--- src/rtl/elevator_ctrl.sv ---
// elevator_ctrl: cab controller with collective (same-direction-first) scheduling,
// door open/hold/close sequencing and one-cycle request clear pulses.
// Optional build macro DOOR_WATCHDOG_EN adds a door-movement watchdog, the FAULT
// state and the sticky `fault` output.
module elevator_ctrl #(
    parameter int unsigned LEVELS       = 8,
    parameter int unsigned FLOOR_W      = 3,
    parameter int unsigned DOOR_HOLD    = 20,
    parameter int unsigned DOOR_TIMEOUT = 64
) (
    input  logic               clk,
    input  logic               reset,
    input  logic [LEVELS-1:0]  req_in,
    input  logic [LEVELS-1:0]  req_up,
    input  logic [LEVELS-1:0]  req_down,
    input  logic [1:0]         sensor_door,
    input  logic               sensor_up,
    input  logic               sensor_down,
    output logic [1:0]         engine,
    output logic [1:0]         door,
    output logic [LEVELS-1:0]  inactivate_in_levels,
    output logic [LEVELS-1:0]  inactivate_out_up_levels,
    output logic [LEVELS-1:0]  inactivate_out_down_levels,
    output logic [FLOOR_W-1:0] floor,
    output logic               dir_up
`ifdef DOOR_WATCHDOG_EN
    ,
    output logic               fault
`endif
);

    localparam logic [1:0] ENG_STOP     = 2'b00;
    localparam logic [1:0] ENG_UP       = 2'b01;
    localparam logic [1:0] ENG_DOWN     = 2'b10;
    localparam logic [1:0] DOOR_IDLE    = 2'b00;
    localparam logic [1:0] DOOR_OPEN    = 2'b01;
    localparam logic [1:0] DOOR_CLOSE   = 2'b10;
    localparam logic [1:0] SENSE_OPEN   = 2'b01;
    localparam logic [1:0] SENSE_CLOSED = 2'b10;

    localparam logic [FLOOR_W-1:0] TOP_FLOOR = FLOOR_W'(LEVELS - 1);
    localparam int unsigned        HOLD_W    = $clog2(DOOR_HOLD + 1);
`ifdef DOOR_WATCHDOG_EN
    localparam int unsigned        WD_W      = $clog2(DOOR_TIMEOUT + 1);
`endif

    typedef enum logic [2:0] {
        S_IDLE,
        S_CLOSE,
        S_MOVE_UP,
        S_MOVE_DOWN,
        S_OPEN,
        S_HOLD
`ifdef DOOR_WATCHDOG_EN
        ,
        S_FAULT
`endif
    } state_t;

    state_t              state, state_n;
    logic [FLOOR_W-1:0]  floor_n;
    logic                dir_n;
    logic [1:0]          engine_n, door_n;
    logic [LEVELS-1:0]   clr_in_n, clr_up_n, clr_dn_n;
    logic [HOLD_W-1:0]   hold_cnt, hold_n;
    logic                idle_after, idle_after_n;
`ifdef DOOR_WATCHDOG_EN
    logic [WD_W-1:0]     wd_cnt, wd_n;
    logic                fault_n;
`endif

    logic [LEVELS-1:0]   all_req, floor_bit;
    logic [FLOOR_W-1:0]  up_f, dn_f;
    logic                above, below, here;
    logic                stop_up, stop_dn, sens_up, sens_dn;
    logic                clr_up_here, clr_dn_here, here_svc;

    function automatic logic any_above(input logic [FLOOR_W-1:0] f, input logic [LEVELS-1:0] r);
        logic hit;
        hit = 1'b0;
        for (int unsigned i = 0; i < LEVELS; i++)
            if (i > 32'(f) && r[i]) hit = 1'b1;
        return hit;
    endfunction

    function automatic logic any_below(input logic [FLOOR_W-1:0] f, input logic [LEVELS-1:0] r);
        logic hit;
        hit = 1'b0;
        for (int unsigned i = 0; i < LEVELS; i++)
            if (i < 32'(f) && r[i]) hit = 1'b1;
        return hit;
    endfunction

    // Request summaries relative to the current floor and the floor about to be reached.
    always_comb begin
        all_req     = req_in | req_up | req_down;
        floor_bit   = LEVELS'(1) << floor;
        above       = any_above(floor, all_req);
        below       = any_below(floor, all_req);
        here        = req_in[floor] | req_up[floor] | req_down[floor];
        up_f        = floor + 1'b1;
        dn_f        = floor - 1'b1;
        stop_up     = (up_f == TOP_FLOOR) | req_in[up_f] | req_up[up_f]
                    | (req_down[up_f] & ~any_above(up_f, all_req));
        stop_dn     = (dn_f == '0) | req_in[dn_f] | req_down[dn_f]
                    | (req_up[dn_f] & ~any_below(dn_f, all_req));
        sens_up     = sensor_up & ~sensor_down;
        sens_dn     = sensor_down & ~sensor_up;
        clr_up_here = dir_up | ~below;
        clr_dn_here = ~dir_up | ~above;
        // Only requests this stop would clear count as new, and bits still being
        // cleared this cycle are masked so a stale request is not served twice.
        here_svc    = (req_in[floor] & ~inactivate_in_levels[floor])
                    | (req_up[floor] & clr_up_here & ~inactivate_out_up_levels[floor])
                    | (req_down[floor] & clr_dn_here & ~inactivate_out_down_levels[floor]);
    end

    // Next-state and next-output logic for the cab sequencer.
    always_comb begin
        state_n      = state;
        floor_n      = floor;
        dir_n        = dir_up;
        engine_n     = ENG_STOP;
        door_n       = DOOR_IDLE;
        clr_in_n     = '0;
        clr_up_n     = '0;
        clr_dn_n     = '0;
        hold_n       = hold_cnt;
        idle_after_n = idle_after;
`ifdef DOOR_WATCHDOG_EN
        wd_n         = '0;
        fault_n      = fault;
`endif
        case (state)
            S_IDLE: begin
                if (here) begin
                    state_n = S_OPEN;
                    door_n  = DOOR_OPEN;
                end else if (above) begin
                    dir_n        = 1'b1;
                    state_n      = S_CLOSE;
                    door_n       = DOOR_CLOSE;
                    idle_after_n = 1'b0;
                end else if (below) begin
                    dir_n        = 1'b0;
                    state_n      = S_CLOSE;
                    door_n       = DOOR_CLOSE;
                    idle_after_n = 1'b0;
                end
            end
            S_CLOSE: begin
                if (sensor_door == SENSE_CLOSED) begin
                    idle_after_n = 1'b0;
                    if (idle_after) begin
                        state_n = S_IDLE;
                    end else if (dir_up) begin
                        state_n  = S_MOVE_UP;
                        engine_n = ENG_UP;
                    end else begin
                        state_n  = S_MOVE_DOWN;
                        engine_n = ENG_DOWN;
                    end
                end else begin
                    door_n = DOOR_CLOSE;
`ifdef DOOR_WATCHDOG_EN
                    if (wd_cnt == WD_W'(DOOR_TIMEOUT - 1)) begin
                        state_n = S_FAULT;
                        door_n  = DOOR_IDLE;
                        fault_n = 1'b1;
                    end else begin
                        wd_n = wd_cnt + 1'b1;
                    end
`endif
                end
            end
            S_MOVE_UP: begin
                engine_n = ENG_UP;
                if (floor == TOP_FLOOR) begin
                    engine_n = ENG_STOP;
                    state_n  = S_OPEN;
                    door_n   = DOOR_OPEN;
                end else if (sens_up) begin
                    floor_n = up_f;
                    if (stop_up) begin
                        engine_n = ENG_STOP;
                        state_n  = S_OPEN;
                        door_n   = DOOR_OPEN;
                    end
                end
            end
            S_MOVE_DOWN: begin
                engine_n = ENG_DOWN;
                if (floor == '0) begin
                    engine_n = ENG_STOP;
                    state_n  = S_OPEN;
                    door_n   = DOOR_OPEN;
                end else if (sens_dn) begin
                    floor_n = dn_f;
                    if (stop_dn) begin
                        engine_n = ENG_STOP;
                        state_n  = S_OPEN;
                        door_n   = DOOR_OPEN;
                    end
                end
            end
            S_OPEN: begin
                if (sensor_door == SENSE_OPEN) begin
                    clr_in_n = floor_bit;
                    if (clr_up_here) clr_up_n = floor_bit;
                    if (clr_dn_here) clr_dn_n = floor_bit;
                    hold_n  = HOLD_W'(DOOR_HOLD);
                    state_n = S_HOLD;
                end else begin
                    door_n = DOOR_OPEN;
`ifdef DOOR_WATCHDOG_EN
                    if (wd_cnt == WD_W'(DOOR_TIMEOUT - 1)) begin
                        state_n = S_FAULT;
                        door_n  = DOOR_IDLE;
                        fault_n = 1'b1;
                    end else begin
                        wd_n = wd_cnt + 1'b1;
                    end
`endif
                end
            end
            S_HOLD: begin
                if (here_svc) begin
                    clr_in_n = floor_bit;
                    if (clr_up_here) clr_up_n = floor_bit;
                    if (clr_dn_here) clr_dn_n = floor_bit;
                    hold_n = HOLD_W'(DOOR_HOLD);
                end else if (hold_cnt <= HOLD_W'(1)) begin
                    // Deciding on the last count keeps the door open exactly DOOR_HOLD cycles.
                    hold_n  = '0;
                    state_n = S_CLOSE;
                    door_n  = DOOR_CLOSE;
                    if (dir_up ? above : below) begin
                        dir_n = dir_up;
                    end else if (dir_up ? below : above) begin
                        dir_n = ~dir_up;
                    end else begin
                        idle_after_n = 1'b1;
                    end
                end else begin
                    hold_n = hold_cnt - 1'b1;
                end
            end
`ifdef DOOR_WATCHDOG_EN
            S_FAULT: begin
                fault_n = 1'b1;
            end
`endif
            default: begin
                state_n = S_IDLE;
            end
        endcase
    end

    // State and registered outputs; reset parks the cab idle with the motor stopped.
    always_ff @(posedge clk or negedge reset) begin
        if (!reset) begin
            state                      <= S_IDLE;
            floor                      <= '0;
            dir_up                     <= 1'b1;
            engine                     <= ENG_STOP;
            door                       <= DOOR_IDLE;
            inactivate_in_levels       <= '0;
            inactivate_out_up_levels   <= '0;
            inactivate_out_down_levels <= '0;
            hold_cnt                   <= '0;
            idle_after                 <= 1'b0;
`ifdef DOOR_WATCHDOG_EN
            wd_cnt                     <= '0;
            fault                      <= 1'b0;
`endif
        end else begin
            state                      <= state_n;
            floor                      <= floor_n;
            dir_up                     <= dir_n;
            engine                     <= engine_n;
            door                       <= door_n;
            inactivate_in_levels       <= clr_in_n;
            inactivate_out_up_levels   <= clr_up_n;
            inactivate_out_down_levels <= clr_dn_n;
            hold_cnt                   <= hold_n;
            idle_after                 <= idle_after_n;
`ifdef DOOR_WATCHDOG_EN
            wd_cnt                     <= wd_n;
            fault                      <= fault_n;
`endif
        end
    end

endmodule
--- config.mk ---
export PLATFORM = sky130hd
export DESIGN_NAME = elevator_ctrl
export DESIGN_NICKNAME = d
export VERILOG_FILES = /design/src/rtl/elevator_ctrl.sv
export SDC_FILE = /design/constraint.sdc
export NUM_CORES = 1
export LEC_CHECK = 0
export ABC_AREA = 1
export CAP_MARGIN = 20
export CORE_ASPECT_RATIO = 0.75
export CORE_MARGIN = 2
export CORE_UTILIZATION = 36
export CTS_BUF_LIST = sky130_fd_sc_hd__clkbuf_4 sky130_fd_sc_hd__clkbuf_8
export DETAILED_ROUTE_END_ITERATION = 7
export DONT_BUFFER_PORTS = 1
export SLEW_MARGIN = 20
export SYNTH_ARGS = -nofsm -noshare
export SYNTH_HDL_FRONTEND = slang
export SYNTH_SLANG_ARGS = --single-unit
export TNS_END_PERCENT = 50
--- constraint.sdc ---
create_clock -name clk -period 6 [get_ports clk]
set_input_delay 1.5 -clock clk [delete_from_list [all_inputs] [get_ports clk]]
set_output_delay 1.5 -clock clk [all_outputs]
set_load 0.03 [all_outputs]
==> results of run 1 <==
-- through the flow --
stage               cell area (um^2)  util, %
finish                          3620     39.4
CTS                             3620     39.4
detailed placement              3530     38.4
floorplan                       3460        -
global route                    3620     39.4
global placement                3530     38.4
-- logic make-up after synthesis --
logic type / share of synthesized area (%)
AO/OA/AOI/OAI: 11.5
adder cells (fa/ha/maj): 3.98
buffers and inverters: 12.4
flip-flops: 29.7
AND/OR/NAND/NOR: 41.7
XOR/XNOR: 0.760
-- worst max-delay path, stage by stage (launching register included) --
cell                       delay (ns)
sky130_fd_sc_hd__dfrtp_2         0.35
sky130_fd_sc_hd__buf_4           0.55
sky130_fd_sc_hd__inv_2           0.43
sky130_fd_sc_hd__ha_1            0.61
sky130_fd_sc_hd__inv_1           0.24
sky130_fd_sc_hd__nor2_1          0.19
sky130_fd_sc_hd__o211ai_1        0.11
sky130_fd_sc_hd__nand2_1         0.09
sky130_fd_sc_hd__nor2_1          0.05
sky130_fd_sc_hd__nor2_1          0.10
sky130_fd_sc_hd__nand2_1         0.07
sky130_fd_sc_hd__nand3_1         0.08
sky130_fd_sc_hd__nand3_1         0.15
sky130_fd_sc_hd__o21bai_1        0.19
sky130_fd_sc_hd__nand2_1         0.07
-- state kept, by name (all words and copies together), names as in the netlist --
signal,cells
dir_up,1
door,2
engine,2
floor,3
hold_cnt,5
idle_after,1
inactivate_in_levels,8
inactivate_out_down_levels,8
inactivate_out_up_levels,8
state,3
-- layout make-up --
class / instances / area [um^2]
Clock buffer: 5 / 68.8
Clock inverter: 3 / 21.3
Fill cell: 1030 / 5570
Inverter: 89 / 334
Multi-Input combinational cell: 414 / 2000
Sequential cell: 41 / 1030
Tap cell: 128 / 160
Timing Repair Buffer: 1 / 7.51
-- synth_stat cells (all sizes together) --
cell type  number
nand2         190
inv            88
nor2           77
nand3          50
dfrtp          40
o21ai          36
a21oi          11
buf            11
ha             11
o211ai         10
nand4           6
nor3            4
o22ai           4
o21bai          3
or2             3
xor2            3
clkbuf          2
o221ai          2
a31oi           1
clkinv          1
dfstp           1
nand3b          1
nor3b           1
o31ai           1
-- how the worst max path moves through the flow --
stage | end | slack, ns | from | depth (start not counted)
final | state[0]$_DFFE_PN0P_ | 2.58 | floor[0]$_DFFE_PN0P_ | 14
after CTS | state[0]$_DFFE_PN0P_ | 2.63 | floor[0]$_DFFE_PN0P_ | 14
after global routing | state[2]$_DFFE_PN0P_ | 2.19 | floor[0]$_DFFE_PN0P_ | 14
after floorplan | state[2]$_DFFE_PN0P_ | 3.28 | req_in[1] | 12
after detailed placement | state[0]$_DFFE_PN0P_ | 2.66 | floor[0]$_DFFE_PN0P_ | 14
after global placement | state[0]$_DFFE_PN0P_ | 2.80 | floor[0]$_DFFE_PN0P_ | 14
-- power groups by stage --
stage                     combinational [uW]  sequential [uW]  clock, uW
after detailed placement                1260              485          0
after global routing                    1460              491        209
final                                   1290              480        189
after global placement                  1250              485          0
after CTS                               1270              480        195
after floorplan                         1030              459          0
-- metal layers --
layer  global-route usage (%)  vias to the layer above  wire length (um)
met5                        0                        -                 0
met2                     29.8                      149              4150
met4                     3.96                        0               100
met3                     7.47                       10              1120
li1                         -                     1735                 -
met1                     30.1                     1603              4870
==> results.toml, run 1 <==
[die]
floorplan.initialDensity_pct = 37.6
die_area_um2 = 10400
die_w_um = 117
placeableCoreArea_um2 = 9200
std_cell_rows = 30
design.portCount = 62
die_outline_height_um = 88.9

[placement]
pre_cts_ws_ns = 2.66
dp_hpwl_mm = 8.23
dp.cells = 673
routability_cong = 0.962
port_buffers = 0

[sta]
setup_repair_after_global_routing_missed_its_margin = "no"
totalNegativeSetupSlack_ns = 0
fmax_ghz = 0.292
finalHoldViolCount = 0
min_period_ns = 3.42
max_slew_margin_pct = 39.4
worst_case_setup_margin_in_the_final_layout_ns = 2.58
final_worst_path_period_share_pct = 57.0
worst_slew_pin_slew_ns = 0.910
setup_viol = 0
final_max_slew_viol_count = 0
worst_hold_slack_ns = 0.503
clock_skew_ns = 0.00520

[global_route]
pin_count_of_the_biggest_net_entering_global_routing = 70
first_global_vias = 3251
number_of_antenna_violations_at_the_first_check_in_global_routing = 0
grt_first_pass_wirelength_mm = 16.7
overall_global_routing_usage_pct = 20.8
grt_overflow = 0

[logic_synthesis]
synth.cell_area_um2 = 3460
yosys.area.top_type = "sky130_fd_sc_hd__dfrtp_1"
yosysSeqAreaShare_pct = 29.7
synth.lib_cells_used.distinct = 36
synthesis.area_per_instance_um2 = 6.21
post-synth-top-area-fraction_pct = 28.9
netlist_instances = 557
yosysWarnings = 0
postSynthRegisterBits = 41
synth.area.top_cells = "sky130_fd_sc_hd__dfrtp_1 (29%), sky130_fd_sc_hd__nand2_1 (20%), sky130_fd_sc_hd__inv_1 (8.9%), sky130_fd_sc_hd__nor2_1 (7.8%), sky130_fd_sc_hd__nand3_1 (6.4%)"
net_count_of_the_mapped_netlist = 598

[worst_hold_path]
hold_end = "idle_after$_DFFE_PN0P_"
hold_start = "idle_after$_DFFE_PN0P_"
hold_class = "flip-flop to flip-flop"
worst_hold_path.num_cells = 2

[cts]
cts_resized = 0
post_cts_hold_buffer_count = 0
cts_buffers = 5
cts-root-to-sink-buffers = 2
h_tree_depth_reported_by_cts = 2
clkSinkCount = 41
cts_root_buffer = "sky130_fd_sc_hd__clkbuf_8"
clkSlewWorstSetupHoldPaths_ns = 0.08
post-cts-setup-buffers = 0
clock_tree_from_tritoncts = "done"
worstSkewPairLatency_ns = 0.30

[setup_path]
crit-reg2reg-capture = "state[0]$_DFFE_PN0P_"
reg2regPathDepth = 14
worst-endpoint-required_ns = 6.19
critPathArrivalTime_ns = 3.61
timing.setup.critical_path_class = "flip-flop to flip-flop"
worst_setup_path_end_kind = "flip-flop"
worstReg2RegStart = "floor[0]$_DFFE_PN0P_"
worstPathMaxFanout = 69
ff2ff_setup_slack_ns = 2.58
crit_path_launch_type = "flip-flop"

[routing]
num_vias = 3497
routed_wire_length_per_instance_um = 15.0
first_iter_violations = 310
vias_per_cell = 5.14
drt_drc_violations_left = 0
routed_wirelength_mm = 10.2
antenna_viol_nets_final = 0
drt_pre_antenna_iters = 5

[final_layout]
drive_above_1_share_pct = 7.23
layoutNonFillerInstCount = 681
final_cell_mix = "sky130_fd_sc_hd__nand2_1 (184), sky130_fd_sc_hd__inv_1 (82), sky130_fd_sc_hd__nor2_1 (72)"
most_common_cell_after_layout_fill_and_taps_aside = "sky130_fd_sc_hd__nand2_1"
num_antenna_cells = 0
syn2layout_area_growth_pct = 4.78
finalNetCount = 593

[power]
power.net_switching_uw = 1140
power.internal_uw = 817
power_frac_clock_pct = 9.7
power_leakage_uw = 0.00202
cellPowerDensity_nw_per_um2 = 539
power_frac_comb_pct = 65.8
vdd.ir_drop.worst_mv = 0.187
p_sw_share_pct = 58.2
power.sequential.fraction_pct = 24.5
report.power.total_uw = 1950

[outcome]
run_status = "complete, no violations"

[job]
drv_cap = 0
Power figures use the tool's default switching activity.
==> run 2: changes to the inputs <==
clock period = 3.23 ns   (was 6 ns; I/O delays follow)
==> run 2 against run 1 <==
  * Combinational power up 91%
  * Critical path depth down 1
  * Non-clock buffer count up 4
  * Fmax up 22%
  * Sequential share of layout area down 0.42 points
  * Clock-buffer cell count up 1
  * Clock power up 130%
  * Global-route usage up 0.79 points
  * Largest cell class unchanged
==> results.toml, run 2 (same netlist as run 1, synthesis figures left out) <==
[placement]
dp.cells = 677
routability_cong = 0.933
pre_cts_ws_ns = 0.501
dp_hpwl_mm = 8.27
port_buffers = 0

[sta]
worst_case_setup_margin_in_the_final_layout_ns = 0.418
setup_viol = 0
final_max_slew_viol_count = 0
max_slew_margin_pct = 64.6
finalHoldViolCount = 0
min_period_ns = 2.81
worst_hold_slack_ns = 0.185
worst_slew_pin_slew_ns = 0.531
final_worst_path_period_share_pct = 87.1
clock_skew_ns = 0.00513
setup_repair_after_global_routing_missed_its_margin = "no"
totalNegativeSetupSlack_ns = 0
fmax_ghz = 0.356

[cts]
h_tree_depth_reported_by_cts = 2
cts_root_buffer = "sky130_fd_sc_hd__clkbuf_8"
clock_tree_from_tritoncts = "done"
cts-root-to-sink-buffers = 2
post_cts_hold_buffer_count = 0
cts_resized = 0
clkSlewWorstSetupHoldPaths_ns = 0.08
clkSinkCount = 41
worstSkewPairLatency_ns = 0.31
post-cts-setup-buffers = 0
cts_buffers = 5

[final_layout]
finalNetCount = 597
regArea_um2 = 1030
syn2layout_area_growth_pct = 6.37
top_flop_regs = "inactivate_in_levels (8), inactivate_out_down_levels (8), inactivate_out_up_levels (8)"
most_common_cell_after_layout_fill_and_taps_aside = "sky130_fd_sc_hd__nand2_1"
final_cell_mix = "sky130_fd_sc_hd__nand2_1 (184), sky130_fd_sc_hd__inv_1 (82), sky130_fd_sc_hd__nor2_1 (72)"
num_antenna_cells = 0
area_of_the_multi_input_gates_um2 = 2000
layoutNonFillerInstCount = 685
num-fill-cells = 1013
drive_above_1_share_pct = 7.90

[die]
design.portCount = 62
die_outline_height_um = 88.9
die_area_um2 = 10400
placeableCoreArea_um2 = 9200
die_w_um = 117
floorplan.initialDensity_pct = 37.6
std_cell_rows = 30

[global_route]
pin_count_of_the_biggest_net_entering_global_routing = 52
first_global_vias = 3381
grt_overflow = 0
grt_first_pass_wirelength_mm = 17.2
overall_global_routing_usage_pct = 21.6
number_of_antenna_violations_at_the_first_check_in_global_routing = 0

[worst_hold_path]
hold_class = "input pin to asynchronous set/reset pin"

[routing]
antenna_viol_nets_final = 0
num_vias = 3477
first_iter_violations = 332
routed_wirelength_mm = 10.4
drt_drc_violations_left = 0
routed_wire_length_per_instance_um = 15.1
vias_per_cell = 5.08
drt_pre_antenna_iters = 5

[setup_path]
crit_path_launch_type = "flip-flop"
worstPathMaxFanout = 11
worst-endpoint-required_ns = 3.43
worst_setup_path_end_kind = "flip-flop"
timing.setup.critical_path_class = "flip-flop to flip-flop"
critPathArrivalTime_ns = 3.01
worstReg2RegStart = "floor[1]$_DFFE_PN0P_"
crit_start = "floor[1]$_DFFE_PN0P_"

[power]
power_leakage_uw = 0.00205
report.power.total_uw = 3760
vdd.ir_drop.worst_mv = 0.366
cellPowerDensity_nw_per_um2 = 1020

[job]
drv_cap = 0

[outcome]
run_status = "complete, no violations"
[run 2: cell count changes in the layout (fill, tap and decap cells not counted)]
cell and delta:
sky130_fd_sc_hd__bufinv_16 +1, sky130_fd_sc_hd__buf_4 +4, sky130_fd_sc_hd__clkinv_2 -1, sky130_fd_sc_hd__clkinv_4 +1, sky130_fd_sc_hd__clkbuf_4 +1, sky130_fd_sc_hd__inv_6 -1, sky130_fd_sc_hd__clkinvlp_4 -1
[run 2: path summary, 6_finish.rpt]
path	end	slack, ns	cells after the start
worst max-delay path	state[1]$_DFFE_PN0P_	0.42	13
max in group asynchronous	dir_up$_DFFE_PN1P_	2.86	0
worst max register to register	state[1]$_DFFE_PN0P_	0.42	13
min in group clk	idle_after$_DFFE_PN0P_	0.50	2
worst min-delay path	floor[0]$_DFFE_PN0P_	0.18	0
worst min register to register	idle_after$_DFFE_PN0P_	0.50	2
[run 2: worst max-delay path, cell delays in order (launching register included)]
cell                       delay [ns]
sky130_fd_sc_hd__dfrtp_1         0.62
sky130_fd_sc_hd__inv_2           0.20
sky130_fd_sc_hd__ha_1            0.56
sky130_fd_sc_hd__inv_1           0.27
sky130_fd_sc_hd__nor2_1          0.17
sky130_fd_sc_hd__o211ai_1        0.11
sky130_fd_sc_hd__nand2_1         0.08
sky130_fd_sc_hd__nor2_1          0.05
sky130_fd_sc_hd__nor2_1          0.10
sky130_fd_sc_hd__nand2_1         0.08
sky130_fd_sc_hd__nand3_1         0.08
sky130_fd_sc_hd__nand3_1         0.12
sky130_fd_sc_hd__o21bai_1        0.18
sky130_fd_sc_hd__nand2_1         0.07
[run 2: per-stage QoR]
step                cell area (um^2)  util (%)
floorplan                       3460         -
global placement                3560      38.7
detailed placement              3560      38.7
CTS                             3680      40.0
global route                    3680      40.0
finish                          3680      40.0
[run 2: cell type report]
cell class              instances  share of cell area (%)
clock buffers                   6                    2.07
clock inverters                 2                    1.05
inverters                      89                    9.08
multi-input cells             414                    54.5
flip-flops and latches         41                    28.0
well taps                     128                    4.35
repair buffers                  5                    1.02
[run 2: power breakdown]
part / switching, uW / leakage (uW) / internal [uW]
clock network: 191 / 0.0000588 / 240
registers: 232 / 0.000542 / 629
logic: 1700 / 0.00145 / 764
[run 2: metal layers]
layer  up-vias  GRT usage, %  wire, um
li1       1740             -         -
met1      1607          31.0      4960
met2       119          30.8      4220
met3        11          7.81      1090
met4         0          4.81       107
met5         -             0         0
